`config.mk`:
```
export PLATFORM = sky130hd
export DESIGN_NAME = int_div_iterative
export DESIGN_NICKNAME = d
export VERILOG_FILES = /design/src/rtl/int_div_pkg.sv /design/src/rtl/int_div_iterative_ctrl.sv /design/src/rtl/int_div_iterative.sv
export SDC_FILE = /design/constraint.sdc
export NUM_CORES = 1
export LEC_CHECK = 0
export CAP_MARGIN = 20
export CORE_MARGIN = 5
export CORE_UTILIZATION = 48
export CTS_CLUSTER_DIAMETER = 120
export DETAILED_ROUTE_END_ITERATION = 10
export GPL_ROUTABILITY_DRIVEN = 0
export MAX_ROUTING_LAYER = met4
export PLACE_DENSITY = 0.73
export SLEW_MARGIN = 20
export SYNTH_ARGS = -nofsm -noshare
export SYNTH_HDL_FRONTEND = slang
export SYNTH_SLANG_ARGS = --single-unit
```
`constraint.sdc`:
```
create_clock -name clk -period 2.7 [get_ports clk]
set_input_delay 0.54 -clock clk [delete_from_list [all_inputs] [get_ports clk]]
set_output_delay 0.54 -clock clk [all_outputs]
set_load 0.005 [all_outputs]
```
`src/rtl/int_div_pkg.sv`:
```
// rtl/int_div_pkg.sv - shared state, mux-select and message-layout definitions for the iterative divider
package int_div_pkg;

    typedef enum logic [1:0] {
        ST_IDLE = 2'd0,
        ST_CALC = 2'd1,
        ST_FIX  = 2'd2,
        ST_DONE = 2'd3
    } state_e;

    // Datapath register update selects for rem/quo/divisor
    typedef enum logic [1:0] {
        DP_HOLD = 2'd0,
        DP_LOAD = 2'd1,
        DP_STEP = 2'd2
    } dp_sel_e;

    function automatic int req_sign_pos(input int nbits);
        return 2 * nbits;
    endfunction

    function automatic int req_dividend_lsb(input int nbits);
        return nbits;
    endfunction

    function automatic int req_divisor_lsb(input int nbits);
        return (nbits > 0) ? 0 : 0;
    endfunction

    function automatic int resp_rem_lsb(input int nbits);
        return nbits;
    endfunction

endpackage

```
`src/rtl/int_div_iterative_ctrl.sv`:
```
// rtl/int_div_iterative_ctrl.sv - divider control FSM: bit counter, val/rdy handshakes, datapath selects
module int_div_iterative_ctrl
    import int_div_pkg::*;
#(
    parameter int nbits = 32
) (
    input  logic       clk,
    input  logic       reset,
    input  logic       req_val,
    output logic       req_rdy,
    output logic       resp_val,
    input  logic       resp_rdy,
    output logic [1:0] dp_sel,
    output logic       resp_en
);

    localparam int CW = $clog2(nbits) + 1;

    state_e        state_q, state_d;
    logic [CW-1:0] cnt_q, cnt_d;
    logic          req_rdy_q, req_rdy_d;
    logic          resp_val_q, resp_val_d;

    always_comb begin
        state_d = state_q;
        cnt_d   = cnt_q;
        dp_sel  = DP_HOLD;
        resp_en = 1'b0;
        case (state_q)
            ST_IDLE: begin
                if (req_val && req_rdy_q) begin
                    state_d = ST_CALC;
                    cnt_d   = '0;
                    dp_sel  = DP_LOAD;
                end
            end
            ST_CALC: begin
                dp_sel = DP_STEP;
                cnt_d  = cnt_q + CW'(1);
                if (cnt_q == CW'(nbits - 1)) begin
                    state_d = ST_FIX;
                    cnt_d   = '0;
                end
            end
            ST_FIX: begin
                resp_en = 1'b1;
                state_d = ST_DONE;
            end
            ST_DONE: begin
                if (resp_rdy) begin
                    state_d = ST_IDLE;
                end
            end
            default: state_d = ST_IDLE;
        endcase
        // Handshake outputs are registered copies of the next-state decode
        req_rdy_d  = (state_d == ST_IDLE);
        resp_val_d = (state_d == ST_DONE);
    end

    always_ff @(posedge clk) begin
        if (reset) begin
            state_q    <= ST_IDLE;
            cnt_q      <= '0;
            req_rdy_q  <= 1'b1;
            resp_val_q <= 1'b0;
        end else begin
            state_q    <= state_d;
            cnt_q      <= cnt_d;
            req_rdy_q  <= req_rdy_d;
            resp_val_q <= resp_val_d;
        end
    end

    assign req_rdy  = req_rdy_q;
    assign resp_val = resp_val_q;

endmodule

```
`src/rtl/int_div_iterative.sv`:
```
// rtl/int_div_iterative.sv - iterative restoring divider, one quotient bit per cycle, RISC-V div/rem semantics
module int_div_iterative
    import int_div_pkg::*;
#(
    parameter int nbits = 32
) (
    input  logic             clk,
    input  logic             reset,
    input  logic             req_val,
    output logic             req_rdy,
    input  logic [2*nbits:0] req_msg,
    output logic             resp_val,
    input  logic             resp_rdy,
    output logic [2*nbits-1:0] resp_msg
);

    localparam int SIGN_POS = req_sign_pos(nbits);
    localparam int DVD_LSB  = req_dividend_lsb(nbits);
    localparam int DVS_LSB  = req_divisor_lsb(nbits);
    localparam int REM_LSB  = resp_rem_lsb(nbits);

    logic [1:0]         dp_sel;
    logic               resp_en;

    logic [nbits:0]     rem_q, rem_d;
    logic [nbits-1:0]   quo_q, quo_d;
    logic [nbits-1:0]   dvs_q, dvs_d;
    logic               signed_q, signed_d;
    logic               sa_q, sa_d;
    logic               sb_q, sb_d;
    logic [2*nbits-1:0] resp_msg_q, resp_msg_d;

    logic               signed_in, sa_in, sb_in;
    logic [nbits-1:0]   dividend_in, divisor_in;
    logic [nbits+1:0]   rem_shift, diff;
    logic [nbits-1:0]   rem_lo, rem_fix, quo_fix;

    int_div_iterative_ctrl #(.nbits(nbits)) u_ctrl (
        .clk      (clk),
        .reset    (reset),
        .req_val  (req_val),
        .req_rdy  (req_rdy),
        .resp_val (resp_val),
        .resp_rdy (resp_rdy),
        .dp_sel   (dp_sel),
        .resp_en  (resp_en)
    );

    always_comb begin
        signed_in   = req_msg[SIGN_POS];
        dividend_in = req_msg[DVD_LSB +: nbits];
        divisor_in  = req_msg[DVS_LSB +: nbits];
        sa_in       = signed_in & dividend_in[nbits-1];
        sb_in       = signed_in & divisor_in[nbits-1];

        // rem_q[nbits] is always 0 between steps; the extra top bit of diff is the borrow
        rem_shift = {rem_q, quo_q[nbits-1]};
        diff      = rem_shift - {2'b00, dvs_q};

        rem_d    = rem_q;
        quo_d    = quo_q;
        dvs_d    = dvs_q;
        signed_d = signed_q;
        sa_d     = sa_q;
        sb_d     = sb_q;
        case (dp_sel_e'(dp_sel))
            DP_LOAD: begin
                rem_d    = '0;
                quo_d    = sa_in ? -dividend_in : dividend_in;
                dvs_d    = sb_in ? -divisor_in : divisor_in;
                signed_d = signed_in;
                sa_d     = sa_in;
                sb_d     = sb_in;
            end
            DP_STEP: begin
                if (!diff[nbits+1]) begin
                    rem_d = diff[nbits:0];
                    quo_d = {quo_q[nbits-2:0], 1'b1};
                end else begin
                    rem_d = rem_shift[nbits:0];
                    quo_d = {quo_q[nbits-2:0], 1'b0};
                end
            end
            default: ;
        endcase

        // With a zero divisor every trial subtract succeeds, so the remainder path
        // already reproduces the original dividend after the sign fixup.
        rem_lo  = rem_q[nbits-1:0];
        rem_fix = (signed_q && sa_q) ? -rem_lo : rem_lo;
        if (dvs_q == '0) begin
            quo_fix = '1;
        end else if (signed_q && (sa_q ^ sb_q)) begin
            quo_fix = -quo_q;
        end else begin
            quo_fix = quo_q;
        end

        resp_msg_d = resp_msg_q;
        if (resp_en) begin
            resp_msg_d[REM_LSB +: nbits] = rem_fix;
            resp_msg_d[0 +: nbits]       = quo_fix;
        end
    end

    always_ff @(posedge clk) begin
        if (reset) begin
            rem_q      <= '0;
            quo_q      <= '0;
            dvs_q      <= '0;
            signed_q   <= 1'b0;
            sa_q       <= 1'b0;
            sb_q       <= 1'b0;
            resp_msg_q <= '0;
        end else begin
            rem_q      <= rem_d;
            quo_q      <= quo_d;
            dvs_q      <= dvs_d;
            signed_q   <= signed_d;
            sa_q       <= sa_d;
            sb_q       <= sb_d;
            resp_msg_q <= resp_msg_d;
        end
    end

    assign resp_msg = resp_msg_q;

endmodule

```
; ---- Yosys cells after proc, flatten, opt, wreduce, memory -nomap -nowiden
; Index checks and enable logic that the tools add are counted.
[classes]
add_sub_neg = 6
bitwise_logic = 3
reduce_logical = 9
muxes = 19
eq_ne = 8
[op_table]
columns = operator, n
row1 = two-way mux 32 bit, 5
row2 = negation 32 bit, 4
row3 = one-hot mux 33 bit (2 select lines), 1
row4 = one-hot mux 32 bit (2 select lines), 1
row5 = subtractor 34 x 32 -> 34 bit, 1
row6 = two-way mux 33 bit, 1
row7 = zero test 32 bit, 1
row8 = two-way mux 6 bit, 2
row9 = one-hot mux 6 bit (2 select lines), 1
row10 = equality test 2 bit (second input constant), 4
row11 = one-hot mux 2 bit (4 select lines), 1
row12 = adder 6 x 1 -> 6 bit (second input constant), 1
row13 = equality test 6 x 5 -> 1 bit (second input constant), 1
row14 = two-way mux 2 bit, 3
row15 = equality test 2 x 1 -> 1 bit (second input constant), 2
row16 = zero test 2 bit, 2
row17 = one-hot mux 2 bit (2 select lines), 1
row18 = nonzero test 2 bit, 2
row19 = logical AND 1 bit, 3
row20 = two-way mux 1 bit, 3
row21 = bitwise AND 1 bit, 2
row22 = != test 2 x 1 -> 1 bit (second input constant), 1
row23 = AND reduction 2 bit, 1
row24 = XOR 1 bit, 1
[totals]
inputBits = 69
output_inout_bits = 66
wordCells = 56
register_bits = 174

; ---- Depth between registers and ports, before layout
; Gate-level depths: netlist (run 1).
[logic_depth]
ltp_word = 5
ltp_mapped = 12
ltp_nobuf = 12

; ---- Hierarchy
; Synthesis (run 1) repeated with hierarchy kept, for this count alone.
[hier_totals]
hier_cells = 1425
area_unflattened_um2 = 11209.5
[by_module_without_submodules]
columns = module, area_per_inst_um2, n_inst, cells_each, seq_area_each_um2
row1 = int_div_iterative, 10705.3, 1, 1367, 3283.1
row2 = int_div_iterative_ctrl, 504.2, 1, 58, 200.2

; ---- Worst setup path before layout (run 1)
; Ideal clock, no wire load.
[synth_path]
path_type = reg-to-reg
start = reg quo_q[31]
end = reg rem_q[30]
required_time_ns = 2.580
synth_period_minus_slack_ns = 2.770
path_buffers = 0
stages_incl_launch_ff = 13
t_arrival_ns = 2.650
setup_ns = 0.120
setup_slack_ns = -0.070
path_cell_list = dfxtp_1 -> inv_1 -> ha_1 -> inv_1 -> fa_1 -> a21o_1 -> a221oi_2 -> o21ai_1 -> o211ai_1 -> nand4_1 -> a221o_1 -> a311oi_1 -> nand2_1
[synth_between]
elab_chain_cells = 3
[synth_lines]
columns = element, line
row1 = "start, declared", int_div_iterative.sv:26  ; logic [nbits-1:0] quo_q, quo_d;
row2 = "start signal, assigned", int_div_iterative.sv:117  ; quo_q <= quo_d;
row3 = subtractor 34 x 32 -> 34 bit, int_div_iterative.sv:58  ; diff = rem_shift - {2'b00, dvs_q};
row4 = two-way mux 33 bit, int_div_iterative.sv:76  ; if (!diff[nbits+1]) begin
row5 = one-hot mux 33 bit (2 select lines), int_div_iterative.sv:66  ; case (dp_sel_e'(dp_sel))
row6 = "end signal, assigned", int_div_iterative.sv:116  ; rem_q <= rem_d;
row7 = "end, declared", int_div_iterative.sv:25  ; logic [nbits:0] rem_q, rem_d;
; No other way between the ends.
; A chain may end at the register's enable or synchronous reset.

; ---- Worst setup path in the final report (run 1)
; Same ends and word-level chain as after synthesis.

==> results.toml, run 1 <==
[synth]
avgSynthCellArea_um2 = 7.85
ys_types = 78
synth-seq-area-share_pct = 31.4
synth_area_um2 = 11100
syn-num-nets = 1521
synth-seq-cells = 174
synth_flop_cell = "dfxtp_1"
synthCells = 1414
async_flop_share_pct = 0
yosysWarnings = 0
synth_edf_count = 0

[worst_setup_path]
crit_buf_inv = 2
crit_required_ns = 3.08
max_stage_delay_ns = 0.39
rrSetupSlack_ns = -0.16
cp_cell_sequence = "inv_2 > ha_4 > inv_2 > fa_2 > a21o_1 > a221oi_4 > o21ai_2 > o211ai_1 > nand4_1 > a221o_1 > o311a_1 > nand2_1"
critPathKind = "reg2reg"
worstPathMaxFanout = 3
endpoint_kind = "flop"
cpMostUsedCell = "inv_2"
cp_top_family = "compound AO/OA/AOI/OAI gates"
worstPathArrival_ns = 3.24
crit_slowest_cell = "a221o_1"
reg2reg_depth = 12
worstReg2RegStart = "quo_q[31]"
timing.rr.end = "rem_q[30]"
crit_path_start_kind = "flop"

[floorplan]
top_level_ports = 135
num_rows = 55
core-area_um2 = 22700
die_area_um2 = 26300
die_w_um = 162
die_h_um = 162
start_util_pct = 48.9

[timing]
hold_viol = 0
final.min_clock_period_ns = 2.86
worstMarginPinSlew_ns = 0.841
final_max_slew_viol_count = 0
setup_viol = 22
fin_skew_ns = 0.00913
fmax_mhz = 350
slew_headroom_pct = 43.9
layout_setup_ws_ns = -0.158
fin_crit_sh_pct = 106
rsz0062_at_grt = "true"

[finish]
drive_gt1_share_pct = 20.9
final_nets = 1795
syn_to_final_growth_pct = 37.5
antenna_cells = 0
postLayoutCoreUtil_pct = 67.2

[routing]
firstDrtPassIters = 6
drt_wl_total_um = 33900
drc = 0
ant_nets = 0
drt_iter0_markers = 1100
wl_per_cell_um = 17.1
vias = 11500
viasPerCell = 5.78

[clock_tree]
hold_buffers = 0
clock-sinks = 174
htree_num_levels = 4
root_buffer = "clkbuf_16"
clk_latency_ns = 0.44
path_clk_slew_ns = 0.07
cts_tree = "built"
clockBufferDepth = 2
cts_made_buffers = 17

[placed_design]
pre_cts_ws_ns = -0.475
portBuffers = 134
place_hpwl_um = 24700

[status]
violations = "setup timing"
status = "finished, violations left"

[global_routing]
grt_pass1_wl_um = 53900
grt_use_total_pct = 25.5
grt_pass1_vias = 10600
gr-total-overflow = 0
grt_max_degree = 113
antenna_found_initial = 0

[worst_hold_path]
min_to = "u_ctrl.cnt_q[1]"
worstHoldStart = "u_ctrl.cnt_q[1]"
min_delay_path_depth = 2
min_path_type = "reg2reg"

[power_and_ir_drop]
p_per_area_nw_per_um2 = 948
ir_drop_mv = 0.556
p_leak_nw = 5.93

[flow_run]
maxCapViolCount = 0
registers in the layout, indices dropped and copies added (netlist names):
signal / count
resp_msg: 64
signed_q: 1
u_ctrl.resp_val: 1
quo_q: 32
dvs_q: 32
u_ctrl.req_rdy: 1
u_ctrl.cnt_q: 6
rem_q: 33
u_ctrl.state_q: 2
sa_q: 1
sb_q: 1
area by class of cell:
type | count | area, µm²
multi-input cells | 1101 | 7550
fillers | 1810 | 7450
flip-flops and latches | 174 | 3500
repair buffers | 337 | 3020
clock buffers | 21 | 460
well taps | 285 | 357
inverters | 57 | 214
clock inverters | 10 | 151
report_power, final:
| part | internal [mW] | switching [mW] |
|---|---|---|
| sequential | 2.80 | 0.307 |
| combinational | 4.35 | 4.40 |
| clock | 1.52 | 1.08 |
repair_timing:
action	in CTS	in global routing
gates resized for setup	42	76
pin swaps	21	31
setup endpoints to repair	36	44
cloned	3	0
setup buffers	5	7
kinds of logic after synthesis:
kind of cell    Yosys count  share of synthesized area (%)
xor+xnor                131                           10.3
simple gates            475                           21.2
buf+inv                 139                           4.89
mux                      27                           2.44
flops                   174                           31.4
fa+ha+maj                38                           4.35
compound gates          430                           25.4
worst min-delay path: cells and delay by family, from the launching register on:
family | cells | cell delay (ns)
flip-flops | 1 | 0.33
AND/OR/NAND/NOR | 1 | 0.06
AO/OA/AOI/OAI | 1 | 0.06
layout by cell type (no fill, tap or decap), types with 28 or more instances in the layout:
cell             instances
dfxtp_1                159
a211oi_1                74
xnor2_1                 60
o21ai_0                 55
a22oi_1                 29
nand2_1                137
inv_1                   51
a21oi_1                118
o21ai_1                 28
clkdlybuf4s50_1        125
nor2_1                 155
buf_4                  192
xor2_1                  71
cells in the mapped netlist, types with 6 or more instances:
cell type | count | area [µm²]
or2_2 | 7 | 43.8
nand4_1 | 12 | 75.1
and2_1 | 9 | 56.3
a211oi_1 | 75 | 563
nor4_2 | 6 | 75.1
xnor2_1 | 60 | 526
nor3_1 | 18 | 90.1
o31ai_1 | 17 | 128
nand3b_1 | 6 | 45.0
inv_1 | 57 | 214
mux2i_1 | 27 | 270
nor2_1 | 160 | 601
nand2_1 | 139 | 522
or4_1 | 8 | 60.1
and3_1 | 10 | 62.6
a32oi_1 | 8 | 70.1
o21a_1 | 6 | 45.0
clkbuf_1 | 73 | 274
a21oi_1 | 122 | 611
a22oi_1 | 29 | 218
o21ai_1 | 15 | 75.1
o21ai_0 | 72 | 360
a21o_1 | 15 | 113
ha_1 | 37 | 463
a31oi_1 | 17 | 106
xor2_1 | 71 | 622
dfxtp_1 | 174 | 3480
nand3_1 | 17 | 85.1
a311oi_1 | 15 | 131
or3_1 | 21 | 131
nor4_1 | 22 | 138
nand2b_1 | 10 | 62.6
metrics by stage:
| step | hold slack, ns | cells | area [µm²] | setup TNS [ns] | power [mW] |
|---|---|---|---|---|---|
| 2_1_floorplan | 0.445 | 1414 | 11100 | 0 | 7.84 |
| 3_3_place_gp | 0.459 | 1941 | 14000 | -4.54 | 10.1 |
| 3_5_place_dp | 0.469 | 1941 | 14000 | -8.58 | 10.3 |
| 4_1_cts | 0.477 | 1979 | 14900 | -0.239 | 13.7 |
| 5_1_grt | 0.514 | 1985 | 15300 | -3.07 | 15.2 |
| 6_report | 0.489 | 1985 | 15300 | -0.912 | 14.5 |
routing by layer:
layer	vias up	global-route usage [%]	wire [µm]
met2	404	38.5	15200
met3	43	3.43	2260
met4	0	6.11	479
met1	5342	36.3	16000
li1	5676	-	-
met5	-	-	0
worst max path at each step:
stage	end	slack, ns	from	cells after the start
2_1_floorplan	rem_q[30]	0.01	quo_q[31]	12
3_3_place_gp	dvs_q[29]	-0.40	req_msg[12]	9
3_5_place_dp	dvs_q[29]	-0.48	req_msg[12]	9
4_1_cts	rem_q[30]	-0.14	quo_q[31]	12
5_1_grt	rem_q[30]	-0.23	quo_q[31]	12
6_report	rem_q[30]	-0.16	quo_q[31]	12
Power figures use the tool's default switching activity.
==> run 2, diff against run 1 <==
--- a/config.mk
+++ b/config.mk
@@ -7,12 +7,12 @@
 export LEC_CHECK = 0
 export CAP_MARGIN = 20
 export CORE_MARGIN = 5
-export CORE_UTILIZATION = 48
-export CTS_CLUSTER_DIAMETER = 120
+export CORE_UTILIZATION = 51
+export CTS_CLUSTER_DIAMETER = 50
 export DETAILED_ROUTE_END_ITERATION = 10
 export GPL_ROUTABILITY_DRIVEN = 0
 export MAX_ROUTING_LAYER = met4
-export PLACE_DENSITY = 0.73
+export PLACE_DENSITY = 0.77
 export SLEW_MARGIN = 20
 export SYNTH_ARGS = -nofsm -noshare
 export SYNTH_HDL_FRONTEND = slang
==> run 2 against run 1 <==
  * The run still ends with setup timing left
  * Clock skew up 0.0063 ns
  * Global-route usage up 2.5 points
  * Sequential power about the same
  * Non-clock buffer count up 11
  * Critical path depth up 1
  * Final cell count up 0.30%
  * Hold slack worse by 0.14 ns
  * Die area down 5.5%
  * Sequential share of layout area down 0.30 points
  * Total power up 3.1%
==> results.toml, run 2 (same netlist as run 1, synthesis figures left out) <==
[status]
status = "finished, violations left"
violations = "setup timing"

[clock_tree]
htree_num_levels = 4
path_clk_slew_ns = 0.08
clock-sinks = 174
cts_made_buffers = 17
root_buffer = "clkbuf_16"
clk_latency_ns = 0.44
cts_tree = "built"
clockBufferDepth = 2

[global_routing]
busiest_layer = "met2"
grt_use_total_pct = 27.9
grt_max_degree = 83
use_met1_pct = 39.6
grt_pass1_wl_um = 55400
gr-total-overflow = 0
antenna_found_initial = 0
grt_util_met3_pct = 3.46
use_met2_pct = 41.3
grt_pass1_vias = 10900

[worst_setup_path]
endpoint_kind = "flop"
timing.rr.end = "rem_q[30]"
max_stage_delay_ns = 0.48
crit_required_ns = 3.09
cp_cell_sequence = "inv_1 > ha_1 > nand4_1 > nor4_4 > o31ai_4 > o21ai_2 > buf_4 > buf_4 > mux2i_1 > buf_4 > a2111oi_1 > a311oi_2 > nand2_1"
worstPathMaxFanout = 4
crit_path_start_kind = "flop"
reg2reg_depth = 13
worstReg2RegStart = "dvs_q[11]"
cpMostUsedCell = "buf_4"
crit_slowest_cell = "a2111oi_1"
critPathKind = "reg2reg"
worstPathArrival_ns = 3.35
rrSetupSlack_ns = -0.26

[routing]
drt_wl_total_um = 36000
drt_iter0_markers = 1312
vias = 11900
ant_nets = 0
wl_per_cell_um = 18.1
drc = 0
viasPerCell = 5.97
firstDrtPassIters = 5

[worst_hold_path]
min_delay_path_depth = 2
worstHoldStart = "reset"
min_path_type = "in2reg"
min_to = "dvs_q[5]"

[finish]
final_nets = 1806
nFillCells = 1570
postLayoutCoreUtil_pct = 71.6
syn_to_final_growth_pct = 39.5
antenna_cells = 0
layout_common_cells = "buf_4 (202), nor2_1 (156), dfxtp_1 (154)"
drive_gt1_share_pct = 23.1
final_common_cell = "buf_4"
largest_register_ffs = 64

[timing]
fin_skew_ns = 0.0154
fmax_mhz = 338
hold_viol = 0
layout_setup_ws_ns = -0.259
slew_headroom_pct = 48.4
final.min_clock_period_ns = 2.96
holdWs_ns = 0.354
worstMarginPinSlew_ns = 0.775
setup_viol = 31
final_max_slew_viol_count = 0
rsz0062_at_grt = "true"
fin_setup_tns_ns = -3.17
fin_crit_sh_pct = 110

[power_and_ir_drop]
power_mw = 14.9
ir_drop_mv = 0.622
p_leak_nw = 6.04
p_per_area_nw_per_um2 = 964

[placed_design]
place_hpwl_um = 24400
portBuffers = 134
pre_cts_ws_ns = -0.464

[floorplan]
die_h_um = 158
die_area_um2 = 24800
top_level_ports = 135
num_rows = 54
start_util_pct = 51.3
die_w_um = 158
core-area_um2 = 21600

[flow_run]
maxCapViolCount = 0
## run 2: cell count changes in the layout (fill, tap and decap cells not counted), sizes merged
cell and delta:
inv +1, clkdlybuf4s50 -6, clkbuf -4, clkinv +6, buf +11, bufinv -3
dlymetal6s2s +6
## run 2: report_power, final
group	total, mW	internal [mW]	leakage (nW)	switching [mW]
registers	3.12	2.80	1.42	0.319
logic	9.38	4.56	4.34	4.81
clock network	2.42	1.23	0.275	1.19
total	14.9	8.59	6.04	6.33
## run 2: critical path: cells and delay by family, from the launching register on
kind                     cells  cell delay [ns]
flip-flops                   1             0.36
buffers and inverters        4             0.54
AO/OA/AOI/OAI                4             0.82
AND/OR/NAND/NOR              3             0.77
adder cells (fa/ha/maj)      1             0.34
multiplexers                 1             0.07
## run 2: worst max-delay path by stage
stage                      startpoint   endpoint  cells past startpoint
after global routing        dvs_q[11]  rem_q[30]                     13
after CTS                   quo_q[31]  rem_q[30]                     12
after detailed placement  req_msg[12]  dvs_q[25]                      8
final                       dvs_q[11]  rem_q[30]                     13
after global placement    req_msg[12]  dvs_q[29]                      9
after floorplan             quo_q[31]  rem_q[30]                     12
## run 2: final cells by class
cell class / count / area [µm²] / share of cell area (%)
multi-input combinational: 1101 / 7730 / 49.9
sequential: 174 / 3510 / 22.7
timing repair buffer: 348 / 3100 / 20.0
clock buffer: 17 / 425 / 2.75
tap: 280 / 350 / 2.26
inverter: 57 / 214 / 1.38
clock inverter: 14 / 155 / 1.00
## run 2: repair_timing
item,4_1_cts,5_1_grt
hold buffers,0,0
cloned,3,0
buffers inserted,14,11
resized for setup,62,107
pin swaps,26,40
hold endpoints to repair,0,0
endpoints found under the setup margin,33,43
## run 2: per-layer routing
| layer | share of wire [%] | vias up |
|---|---|---|
| li1 | - | 5689 |
| met2 | 45 | 559 |
| met5 | 0 | - |
| met3 | 7.4 | 135 |
| met1 | 44 | 5512 |
| met4 | 4.0 | 0 |
## run 2: through the flow
stage                     area (µm²)  cells
after floorplan                11100   1414
after global placement         13900   1934
after detailed placement       13900   1934
after CTS                      15000   1981
after global routing           15500   1991
final                          15500   1991
